<file path="src/rtl/prpg_pkg.sv">
// prpg_pkg: shared types and the Galois LFSR step used by the pattern
// generator and the stream checker.
//   pat_t       : 8-bit pattern, bit 0 leftmost
//   tap_t       : 7-bit tap vector tap[6:0]
//   chk_state_e : checker synchronisation states
//   lfsr_next() : one Galois step of a pattern under a tap vector
package prpg_pkg;

  typedef logic [0:7] pat_t;
  typedef logic [6:0] tap_t;

  typedef enum logic [1:0] {HUNT, VERIFY, LOCKED} chk_state_e;

  // Bit 7 is the feedback bit: it wraps to bit 0 and is XORed into every
  // tapped position as the word shifts right by one.
  function automatic pat_t lfsr_next(pat_t c, tap_t tap);
    pat_t n;
    n[0] = c[7];
    for (int i = 1; i < 8; i++) n[i] = c[i-1] ^ (tap[7-i] & c[7]);
    return n;
  endfunction

endpackage

</file>
<file path="src/rtl/prpg_popcnt8.sv">
// prpg_popcnt8: combinational population count of an 8-bit word.
//   i_data : word to count
//   o_cnt  : number of set bits (0..8)
module prpg_popcnt8
  import prpg_pkg::*;
(
  input  pat_t       i_data,
  output logic [3:0] o_cnt
);

  always_comb begin
    o_cnt = '0;
    for (int i = 0; i < 8; i++) o_cnt = o_cnt + {3'b000, i_data[i]};
  end

endmodule

</file>
<file path="config.mk">
export PLATFORM = sky130hd
export DESIGN_NAME = prpg_popcnt8
export DESIGN_NICKNAME = d
export VERILOG_FILES = /design/src/rtl/prpg_pkg.sv /design/src/rtl/prpg_popcnt8.sv
export SDC_FILE = /design/constraint.sdc
export NUM_CORES = 1
export LEC_CHECK = 0
export ABC_AREA = 1
export BUFFER_PORTS_ARGS = -buffer_cell sky130_fd_sc_hd__buf_4
export CORE_AREA = 2 2 39 41
export DETAILED_ROUTE_END_ITERATION = 8
export DIE_AREA = 0 0 41 43
export PLACE_DENSITY = 0.46
export SYNTH_ARGS = -nofsm -noshare
export SYNTH_HDL_FRONTEND = slang
export SYNTH_SLANG_ARGS = --single-unit
</file>
<file path="constraint.sdc">
create_clock -name vclk -period 4.8
set_clock_uncertainty 0.1 [all_clocks]
set_input_delay 0.96 -clock vclk [all_inputs]
set_output_delay 0.96 -clock vclk [all_outputs]
set_load 0.05 [all_outputs]
</file>
==> impl_metrics.toml <==
[final_layout]
num-nets-final = 58
regArea_um2 = 0
drive_gt1_share_pct = 29.27
n_fill_cell = 154
areaGrowthSynthToFinish_pct = 54.66
multi_input_area_um2 = 141.4
nClkBuffers = 0
flops_and_latches = 0
diodes = 0

[synthesis]
muxShareOfSynthArea_pct = 0
synth_compound_area_share_pct = 0
synth_simple_gate_area_share_pct = 11.80
syn_nets = 44
synth_top_family_by_area = "adder cells"
seq_area_frac_synth_pct = 0
synth.distinct_cells = 5
synth_area_um2 = 201.4
yosysWarnings = 0
synth.top_cells.by_area = "fa_1, inv_1, ha_1"
synth_top_area_share_pct = 39.75
syn_area_per_cell_um2 = 6.946
synth-xor-area-share_pct = 0
yosys.area.top_type = "fa_1"
synthCells = 29
synthAdderAreaFrac_pct = 58.39

[setup_path]
worstSetupPathType = "in2out"
critPathMaxFanout = 2
critPathLaunchType = "input pin"
critPathRequiredTime_ns = 3.74
end_kind = "output port"
worstPathArrival_ns = 3.50

[sta]
tns_ns = 0
finalHoldViolCount = 0
max_slew.worst_pin.slew_ns = 0.1475
fin_crit_sh_pct = 94.97
fin_crit_ns = 4.559
slew_headroom_pct = 90.24
slew_violations = 0
fmax_mhz = 219.4
setup_viol = 0
rsz0062_at_grt = "no"
fin_hold_ws_ns = 2.199

[power]
p_total_w = 0.0001040
vdd_drop_max_mv = 0.1013
p_sw_w = 0.00006919
cellPowerDensity_nw_per_um2 = 333.8
leakage_nw = 0.2085
pwr-share-clk_pct = 0
intPower_w = 0.00003481
combPwrFrac_pct = 100.0
p_sw_share_pct = 66.53
p_seq_share_pct = 0

[global_route]
grt_overflow = 0
grt_pass1_vias = 146
grt_pass1_wl_um = 496
antenna_found_initial = 0
grt_use_total_pct = 3.618
grt_max_degree = 5

[detailed_routing]
vias = 186
vias_per_cell = 3.263
post_drt_wl_per_cell_um = 5.439
initialDrtViolationCount = 0
wl_um = 310
drc = 0
drt_pre_antenna_iters = 1
ant_nets = 0

[place]
numPortBuffers = 12
gp_congestion = 0.5976
post-dp-hpwl_um = 298.7

[min_path]
hold_class = "in2out"
hold_depth = 3

[die]
start_util_pct = 14.56
die_h_um = 43
io_pins = 12
core_area_um2 = 1384
die_x_um = 41
die-area_um2 = 1763
rows = 14

[clock_tree]
ctsResizeCount = 0
cts_hold_repair.buffers = 0
postCtsSetupRepairBufs = 0

[job]
drv_cap = 0

[outcome]
status = "complete, no violations"
==> cells in the mapped netlist, drive strengths merged <==
master and instances:
fa 4, ha 3, inv 16, nand2 5, nand3 1
==> power by group through the flow <==
stage                     clock [W]  sequential (W)  combinational [W]
after floorplan                   0               0          0.0000775
after global placement            0               0           0.000106
after detailed placement          0               0           0.000106
after CTS                         0               0           0.000106
after global routing              0               0           0.000115
final                             0               0           0.000104
==> worst max-delay path, cell delays in order <==
cell and delay (ns):
buf_4 0.08, inv_1 0.04, fa_1 0.54, fa_1 0.43, fa_1 0.43, inv_1 0.06
ha_1 0.17, inv_1 0.06, fa_1 0.38, inv_1 0.06, nand2_1 0.05, nand2_1 0.05
buf_4 0.19
==> final timing paths <==
kind	from	endpoint	slack, ns
hold / removal	i_data[2]	o_cnt[0]	2.20
setup / recovery	i_data[0]	o_cnt[2]	0.24
==> routing by layer <==
| layer | up-vias | wire, um | global-route usage [%] |
|---|---|---|---|
| li1 | 99 | - | - |
| met1 | 82 | 139 | 5.806 |
| met2 | 5 | 145 | 5.625 |
| met3 | 0 | 25 | 0 |
| met4 | 0 | 0 | 0 |
| met5 | - | 0 | 0 |
==> stage by stage <==
| step | instance area [um^2] | utilization (%) | setup WS, ns | instances |
|---|---|---|---|---|
| 2_1_floorplan | 201.4 | - | 0.3084 | 29 |
| 3_3_place_gp | 311.5 | 22.51 | 0.2333 | 57 |
| 3_5_place_dp | 311.5 | 22.51 | 0.2345 | 57 |
| 4_1_cts | 311.5 | 22.51 | 0.2242 | 57 |
| 5_1_grt | 311.5 | 22.51 | 0.1103 | 57 |
| 6_report | 311.5 | 22.51 | 0.2414 | 57 |
==> kinds of logic after synthesis <==
family	Yosys count
fa+ha+maj	7
buf+inv	16
simple gates	6
==> area by class of cell <==
cell class | instances | share of cell area [%]
tap | 16 | 6.426
timing repair buffer | 12 | 28.92
inverter | 16 | 19.28
multi-input combinational | 13 | 45.38
==> cell usage in the layout, fill, tap and decap left out <==
cell type and count:
inv_1 16, buf_4 12, nand2_1 5, fa_1 4, ha_1 3, nand3_1 1
(Power assumes the default switching activity.)
